### src/rtl/mem_access_stage_pkg.sv
// Shared pipeline definitions for the memory-access stage: widths, the
// default access timeout and the req/ack controller state encoding.
package mem_access_stage_pkg;

  localparam int DATA_W           = 32;
  localparam int REG_W            = 5;
  localparam int MAX_WAIT_DEFAULT = 15;
  localparam int WAIT_CNT_W       = 8;

  typedef enum logic {
    IDLE = 1'b0,
    WAIT = 1'b1
  } mem_state_t;

  // A word access must sit on a 4-byte boundary.
  function automatic logic is_word_aligned(input logic [1:0] low_bits);
    return (low_bits == 2'b00);
  endfunction

endpackage

### src/rtl/mem_access_stage_mem_wb_reg.sv
// MEM/WB pipeline register. A stalled edge inserts a bubble by clearing
// the write-back controls while the data fields keep their last values.
module mem_wb_reg
  import mem_access_stage_pkg::*;
#(
  parameter int DATA_W = mem_access_stage_pkg::DATA_W
) (
  input  logic              clk,
  input  logic              rst_n,
  input  logic              stall,
  input  logic [DATA_W-1:0] read_data,
  input  logic [DATA_W-1:0] alu_result,
  input  logic              mem_to_reg,
  input  logic              reg_write,
  input  logic [REG_W-1:0]  write_reg,
  output logic [DATA_W-1:0] ReadData_WB,
  output logic [DATA_W-1:0] resultadoALU_WB,
  output logic              MemToReg_WB,
  output logic              RegWrite_WB,
  output logic [REG_W-1:0]  WriteReg_WB
);

  // Data fields advance only on non-stalled edges and hold otherwise.
  always_ff @(posedge clk or negedge rst_n) begin
    if (!rst_n) begin
      ReadData_WB     <= '0;
      resultadoALU_WB <= '0;
      WriteReg_WB     <= '0;
    end else if (!stall) begin
      ReadData_WB     <= read_data;
      resultadoALU_WB <= alu_result;
      WriteReg_WB     <= write_reg;
    end
  end

  // Control fields follow the instruction, or drop to a bubble when stalled.
  always_ff @(posedge clk or negedge rst_n) begin
    if (!rst_n) begin
      MemToReg_WB <= 1'b0;
      RegWrite_WB <= 1'b0;
    end else if (stall) begin
      MemToReg_WB <= 1'b0;
      RegWrite_WB <= 1'b0;
    end else begin
      MemToReg_WB <= mem_to_reg;
      RegWrite_WB <= reg_write;
    end
  end

endmodule

### src/rtl/mem_access_stage.sv
// Memory-stage controller: drives the req/ack data-memory port from the
// EX/MEM fields, stalls while an access is outstanding, aborts accesses
// that wait too long, resolves branch/jump redirection and feeds MEM/WB.
module mem_access_stage #(
  parameter int DATA_W   = mem_access_stage_pkg::DATA_W,
  parameter int MAX_WAIT = mem_access_stage_pkg::MAX_WAIT_DEFAULT
) (
  input  logic              clk,
  input  logic              rst_n,
  input  logic [DATA_W-1:0] PC_next_MEM,
  input  logic              zeroALU_MEM,
  input  logic [DATA_W-1:0] resultadoALU_MEM,
  input  logic [DATA_W-1:0] Read_Data_2_MEM,
  input  logic              Branch_MEM,
  input  logic              Jump_MEM,
  input  logic              MemRead_MEM,
  input  logic              MemWrite_MEM,
  input  logic              MemToReg_MEM,
  input  logic              RegWrite_MEM,
  input  logic [4:0]        WriteReg_MEM,
  output logic              dmem_req,
  output logic              dmem_we,
  output logic [DATA_W-1:0] dmem_addr,
  output logic [DATA_W-1:0] dmem_wdata,
  input  logic [DATA_W-1:0] dmem_rdata,
  input  logic              dmem_ack,
  output logic              stall_MEM,
  output logic              PCSrc_MEM,
  output logic [DATA_W-1:0] ReadData_WB,
  output logic [DATA_W-1:0] resultadoALU_WB,
  output logic              MemToReg_WB,
  output logic              RegWrite_WB,
  output logic [4:0]        WriteReg_WB,
  output logic              misalign_err,
  output logic              bus_err
);

  import mem_access_stage_pkg::*;

  // The abort fires in the last permitted WAIT cycle; the counter reads 0
  // in the first WAIT cycle, so that is MAX_WAIT-1.
  localparam logic [WAIT_CNT_W-1:0] WAIT_LAST = WAIT_CNT_W'(MAX_WAIT - 1);

  mem_state_t            state;
  mem_state_t            state_next;
  logic [WAIT_CNT_W-1:0] wait_cnt;
  logic [WAIT_CNT_W-1:0] wait_cnt_next;

  logic              access;
  logic              misaligned;
  logic              req_raw;
  logic              stall_raw;
  logic              abort;
  logic              read_ok;
  logic              take_branch;
  logic [DATA_W-1:0] wb_read_data;
  logic              wb_reg_write;
  logic              unused_pc;

  // The redirect target is consumed by the fetch stage, not here.
  assign unused_pc = ^PC_next_MEM;

  assign access     = MemRead_MEM | MemWrite_MEM;
  assign misaligned = access & ~is_word_aligned(resultadoALU_MEM[1:0]);

  // State and wait counter; reset drops any outstanding access back to IDLE.
  always_ff @(posedge clk or negedge rst_n) begin
    if (!rst_n) begin
      state    <= IDLE;
      wait_cnt <= '0;
    end else begin
      state    <= state_next;
      wait_cnt <= wait_cnt_next;
    end
  end

  // Request/stall/abort decisions and next state for the req/ack handshake.
  always_comb begin
    state_next    = state;
    wait_cnt_next = wait_cnt;
    req_raw       = 1'b0;
    stall_raw     = 1'b0;
    abort         = 1'b0;
    case (state)
      IDLE: begin
        req_raw = access & ~misaligned;
        if (req_raw && !dmem_ack) begin
          stall_raw     = 1'b1;
          state_next    = WAIT;
          wait_cnt_next = '0;
        end
      end
      WAIT: begin
        if (dmem_ack) begin
          req_raw    = 1'b1;
          state_next = IDLE;
        end else if (wait_cnt == WAIT_LAST) begin
          abort      = 1'b1;
          state_next = IDLE;
        end else begin
          req_raw       = 1'b1;
          stall_raw     = 1'b1;
          wait_cnt_next = wait_cnt + WAIT_CNT_W'(1);
        end
      end
      default: begin
        state_next    = IDLE;
        wait_cnt_next = '0;
      end
    endcase
  end

  // Every port-facing combinational output is forced low while in reset.
  always_comb begin
    dmem_req   = req_raw & rst_n;
    stall_MEM  = stall_raw & rst_n;
    dmem_we    = MemWrite_MEM & rst_n;
    dmem_addr  = resultadoALU_MEM & {DATA_W{rst_n}};
    dmem_wdata = Read_Data_2_MEM & {DATA_W{rst_n}};
    PCSrc_MEM  = take_branch & ~stall_raw & rst_n;
  end

  assign take_branch = (Branch_MEM & zeroALU_MEM) | Jump_MEM;

  // A read delivers data only when acked and not also a write.
  assign read_ok      = MemRead_MEM & ~MemWrite_MEM & req_raw & dmem_ack;
  assign wb_read_data = read_ok ? dmem_rdata : '0;
  assign wb_reg_write = RegWrite_MEM & ~abort & ~misaligned;

  // Sticky error flags, cleared only by reset.
  always_ff @(posedge clk or negedge rst_n) begin
    if (!rst_n) begin
      misalign_err <= 1'b0;
      bus_err      <= 1'b0;
    end else begin
      if (misaligned) misalign_err <= 1'b1;
      if (abort)      bus_err      <= 1'b1;
    end
  end

  mem_wb_reg #(
    .DATA_W(DATA_W)
  ) u_mem_wb_reg (
    .clk            (clk),
    .rst_n          (rst_n),
    .stall          (stall_MEM),
    .read_data      (wb_read_data),
    .alu_result     (resultadoALU_MEM),
    .mem_to_reg     (MemToReg_MEM),
    .reg_write      (wb_reg_write),
    .write_reg      (WriteReg_MEM),
    .ReadData_WB    (ReadData_WB),
    .resultadoALU_WB(resultadoALU_WB),
    .MemToReg_WB    (MemToReg_WB),
    .RegWrite_WB    (RegWrite_WB),
    .WriteReg_WB    (WriteReg_WB)
  );

endmodule

### config.mk
export PLATFORM = sky130hd
export DESIGN_NAME = mem_access_stage
export DESIGN_NICKNAME = d
export VERILOG_FILES = /design/src/rtl/mem_access_stage_pkg.sv /design/src/rtl/mem_access_stage_mem_wb_reg.sv /design/src/rtl/mem_access_stage.sv
export SDC_FILE = /design/constraint.sdc
export NUM_CORES = 1
export LEC_CHECK = 0
export CORE_MARGIN = 10
export CORE_UTILIZATION = 36
export DETAILED_ROUTE_END_ITERATION = 6
export PLACE_DENSITY = 0.86
export SYNTH_ARGS = -nofsm -noshare
export SYNTH_HDL_FRONTEND = slang
export SYNTH_SLANG_ARGS = --single-unit
### constraint.sdc
create_clock -name clk -period 6.6 [get_ports clk]
set_input_delay 1.98 -clock clk [delete_from_list [all_inputs] [get_ports clk]]
set_output_delay 1.98 -clock clk [all_outputs]
set_load 0.01 [all_outputs]
==> results of run 1 <==
-- power breakdown --
| part | total (uW) | switching [uW] | internal, uW | leakage [uW] |
|---|---|---|---|---|
| Combinational | 265 | 101 | 164 | 0.00151 |
| Clock | 309 | 165 | 144 | 0.0000766 |
| Sequential | 543 | 16.7 | 526 | 0.00104 |
| Total | 1120 | 283 | 834 | 0.00263 |
-- worst max-delay path by stage --
stage	endpoint	slack (ns)	cells past startpoint
floorplan	PCSrc_MEM	1.42	5
global placement	stall_MEM	0.71	6
detailed placement	stall_MEM	0.73	6
CTS	stall_MEM	0.71	6
global route	stall_MEM	0.60	6
finish	PCSrc_MEM	0.73	6
-- sequential cells by signal, summed over array words and instances, names as in the netlist --
register,count
u_mem_wb_reg.ReadData_WB,32
u_mem_wb_reg.resultadoALU_WB,32
wait_cnt,8
u_mem_wb_reg.WriteReg_WB,5
bus_err,1
misalign_err,1
state,1
u_mem_wb_reg.MemToReg_WB,1
u_mem_wb_reg.RegWrite_WB,1
-- cells by family (layout without fill, tap and decap cells) --
kind of cell    after synthesis  after routing  synth area share [%]
mux                          38             38                  11.6
buf+inv                      23            273                  3.23
flops                        82             82                  55.7
compound gates               50             50                  10.8
fa+ha+maj                     2              2                 0.679
simple gates                105            105                  18.0
-- cell type report --
class / count / area, um2
clock buffer: 14 / 153
fill: 751 / 3400
inverter: 2 / 7.51
multi-input combinational: 195 / 1520
sequential: 82 / 2050
tap: 133 / 166
timing repair buffer: 257 / 2570
-- placed cells by master (no fill, tap or decap), types with 3 or more instances in the layout --
master / synthesis / final
a22o_1: 32 / 32
nor2_1: 5 / 5
nand3_1: 4 / 4
nor3_1: 4 / 3
nand2_1: 4 / 4
dfrtp_1: 82 / 82
a21oi_1: 5 / 5
clkbuf_8: 0 / 10
and2_1: 65 / 65
mux2_2: 37 / 37
buf_4: 1 / 6
o21ai_0: 5 / 5
clkdlybuf4s50_1: 0 / 250
clkbuf_1: 12 / 4
-- worst register-to-register path, stage by stage, from the launching register on --
cell and delay, ns:
dfrtp_1 0.43, inv_1 0.09, ha_1 0.22, nand4bb_1 0.16
nor4_1 0.11, nor4b_2 0.26, buf_4 0.67, mux2_2 0.49
-- through the flow --
step	power, uW	std cells
2_1_floorplan	636	300
3_3_place_gp	814	669
3_5_place_dp	822	669
4_1_cts	1130	683
5_1_grt	1180	683
6_report	1120	683
-- metal layers --
layer | global-route usage (%) | up-vias
li1 | - | 1553
met1 | 18.7 | 1581
met2 | 30.6 | 186
met3 | 7.96 | 18
met4 | 6.93 | 0
met5 | 0 | -
==> reports/qor.txt, run 1 <==
status = completed
post-CTS sizing = 0
Final nets = 692
Starting DRT DRC Count = 102
Min Hold Slack = 0.477 ns
post-synth cell types = 40
Fmax = 170 MHz
Final Cycle Share = 89.0%
vias in the first global route = 3,634
sequential area share after synthesis = 55.7%
yosys warns = 0
Vias = 3,338
DR pass1 iterations = 4
full die area = 14,700 um2
hold path start = bus_err
Core Area = 9860 um2
PwrDens = 173 nW/um2
Synth Cell Area = 3680 um2
Post-synth ARST share = 100%
Yosys top cell by area = dfrtp_1
reg2reg end = u_mem_wb_reg.resultadoALU_WB[2]
Clock Pin Slew Worst Setup and Hold Paths = 0.08 ns
Die H = 121 um
r2r setup slk = 4.04 ns
Routed Antenna Nets = 0
Endpoint, Worst Hold = bus_err
GRT Total Usage = 17.8%
Routed WL per cell = 20.0 um
CP required = 4.62 ns
diode count = 0
WL final = 13,600 um
Max-slew headroom = 44.9%
routed length on met2 = 6670 um
proportion of layout cells with a drive suffix above 1 = 11.3%
commonest cells in the netlist = dfrtp_1 (82), and2_1 (65), mux2_2 (37), a22o_1 (32), clkbuf_1 (12)
post-synth top area share = 55.7%
Top Family by Delay on Critical Path = buffers and inverters
synth top area cells = dfrtp_1 (56%), mux2_2 (11%), and2_1 (11%)
Hold WC Path Type = reg -> reg
Hold Crit Depth = 1
die width = 121 um
Num Clock Sinks = 82
Worst Setup Start Kind = input pin
vias per cell = 4.89
endpoints failing setup = 0
CP arrival = 3.89 ns
M1 WL = 5060 um
TritonCTS clock tree = done
Layout Utilization = 65.6%
placed instance area = 6320 um2
setup bufs post-CTS = 0
CTS buffer count = 9
PortBufs = 251
hold_buf cts = 0
Slew Limit Fails = 0
post-synthesis cell count = 300
leakage = 0.00263 uW
antenna violations before repair = 0
Tmin final = 5.87 ns
slowest cell on the critical path = clkdlybuf4s50_1
max_cap viols = 0
average size of a mapped cell = 12.3 um2
# rows = 36
largest net degree at the start of global routing = 84
Max clock buf depth = 2
Least-Margin Pin Slew = 0.826 ns
Top cell by count, worst path = clkdlybuf4s50_1
Detail Placement HPWL = 11,000 um
syn nets = 445
Initial Utilization = 37.3%
Post-synth EDFFs = 0
Synth Flop Type = dfrtp_1
CTS root buf = clkbuf_8
Critical Path, Cell by Cell = clkdlybuf4s50_1, or2_2, a21oi_2, nor3_1, nor3b_1, clkdlybuf4s50_1
I/O pin total = 284
H-tree depth = 3
DRC Markers = 0
endpoint type of the worst setup path = primary output
Worst Reg-to-Reg Cells = 7
worst-skew pair later-pin latency = 0.35 ns
Layout Area Growth over Synthesis = 75.7%
routed wl met3 = 1600 um
final instance area = 6470 um2
unrepaired setup endpoints after global routing = no
peak supply drop = 103 uV
Clock Skews = 0.00864 ns
Congestion Overflow GR = 0
post-route setup slack = 0.728 ns
Worst Setup SP = MemWrite_MEM
CP peak stage delay = 0.59 ns
Setup TNS = 0 ns
most frequent cell after synthesis = dfrtp_1
Hold Vio Cnt, Final = 0
gp weighted congestion = 0.895
post-place setup slack = 0.725 ns
WP buf/inv = 2
first-pass GRT wire length = 20,400 um
Max Used Layer = met4
flops & latches, synth = 82
CP Max Fanout = 3
Worst R2R Start = wait_cnt[0]
Worst Path Class, Setup = in -> out
(Power assumes the default switching activity.)
==> inputs of run 2 (changes only) <==
--- a/config.mk
+++ b/config.mk
@@ -9,6 +9,7 @@
 export CORE_UTILIZATION = 36
 export DETAILED_ROUTE_END_ITERATION = 6
 export PLACE_DENSITY = 0.86
+export SKIP_LAST_GASP = 1
 export SYNTH_ARGS = -nofsm -noshare
 export SYNTH_HDL_FRONTEND = slang
 export SYNTH_SLANG_ARGS = --single-unit
==> results of run 2 <==
No change in the layout: final DEF, timing and power equal those of run 1.
==> inputs of run 3 (changes only) <==
--- a/config.mk
+++ b/config.mk
@@ -7,6 +7,7 @@
 export LEC_CHECK = 0
 export CORE_MARGIN = 10
 export CORE_UTILIZATION = 36
+export CTS_CLUSTER_SIZE = 8
 export DETAILED_ROUTE_END_ITERATION = 6
 export PLACE_DENSITY = 0.86
 export SKIP_LAST_GASP = 1
==> results of run 3 <==
No change in the layout: final DEF, timing and power equal those of run 1.
==> RTL edit, RTL diff (config.mk and constraints of run 2) <==
`WAIT_CNT_W`: 8 -> 6.
--- a/src/rtl/mem_access_stage_pkg.sv
+++ b/src/rtl/mem_access_stage_pkg.sv
@@ -6,5 +6,5 @@
   localparam int REG_W            = 5;
   localparam int MAX_WAIT_DEFAULT = 15;
-  localparam int WAIT_CNT_W       = 8;
+  localparam int WAIT_CNT_W       = 6;
 
   typedef enum logic {
Function: no difference found for any inputs over 10 cycles, from zero or initial values and one cycle with rst_n low; that may be too few to reach the edited logic, so the function may still have changed.
==> RTL edit against run 2 <==
Routed wire length decreased by 6.1%. Final area down 1.6%. Area after synthesis down 3.8%. Worst setup slack lost 0.12 ns. Sequential share of layout area fell by 0.27 points. Sequential cell count decreased by 2. Power up 1.0%. Clock power grew 8.4%.
==> RTL edit: results (changes against run 2) <==
leakage 0.00262 uW (-0.62%); post-synthesis compound-gate area fraction 0.116 (+0.00781); status complete, no violations; dpl cell area 6180 um2 (-2.1%); WL per Instance 19.0 um (-4.8%); final WL 12,800 um (-6.1%); largest net degree at the start of global routing 79 (-6.0%); GR Util met1 0.185 (-0.00197); All-Layer GR Usage 0.174 (-0.00440); cell-internal power 835 uW (+0.15%); slew margin rel. 0.634 (+0.185); sequential area share after synthesis 0.565 (+0.00792); Clock Power Share 0.297 (+0.020); synth top area cells dfrtp_1, and2_1, a22o_1, mux2_2, mux2_1; Seq group 532 uW (-2%); GPL Wtd Cong 0.807 (-9.8%); skew final 0.0122 ns (+0.00355 ns); vias in the first global route 3,514 (-3.3%); Synth Net Count 433 (-2.7%); first-pass GRT wire length 19,900 um (-2.5%); Clock Latency Late Sink 0.33 ns (-0.02 ns); routed vias 3,180 (-4.7%); Reg power frac 0.472 (-0.014); Max IR drop VDD 0.112 mV (+9.3%); Setup WS pre-CTS 0.600 ns (-0.126 ns); met3 usage 0.0803 (+0.000730)
-- RTL edit: layer usage --
metal	up-vias	part of all wire	routed length (um)
met5	-	0	0
met4	0	0.010	130
met3	10	0.090	1160
met2	160	0.50	6450
met1	1517	0.40	5060
li1	1493	-	-
-- RTL edit: path summary, 6_finish.rpt --
path | end | slack (ns) | cells after the start
hold reg to reg | bus_err | 0.48 | 1
setup reg to reg | u_mem_wb_reg.resultadoALU_WB[3] | 3.47 | 8
setup / recovery | PCSrc_MEM | 0.61 | 6
min in group asynchronous | u_mem_wb_reg.ReadData_WB[8] | 1.53 | 1
max in group asynchronous | u_mem_wb_reg.WriteReg_WB[3] | 4.39 | 2
hold / removal | bus_err | 0.48 | 1
-- RTL edit: layout make-up --
cell class                 instances  area, um2  area share
timing repair buffer             256       2560       0.402
sequential                        80       2000       0.315
multi-input combinational        185       1440       0.226
tap                              133        166      0.0261
clock buffer                      12        155      0.0244
clock inverter                     4       28.8     0.00452
inverter                           3       11.3     0.00177
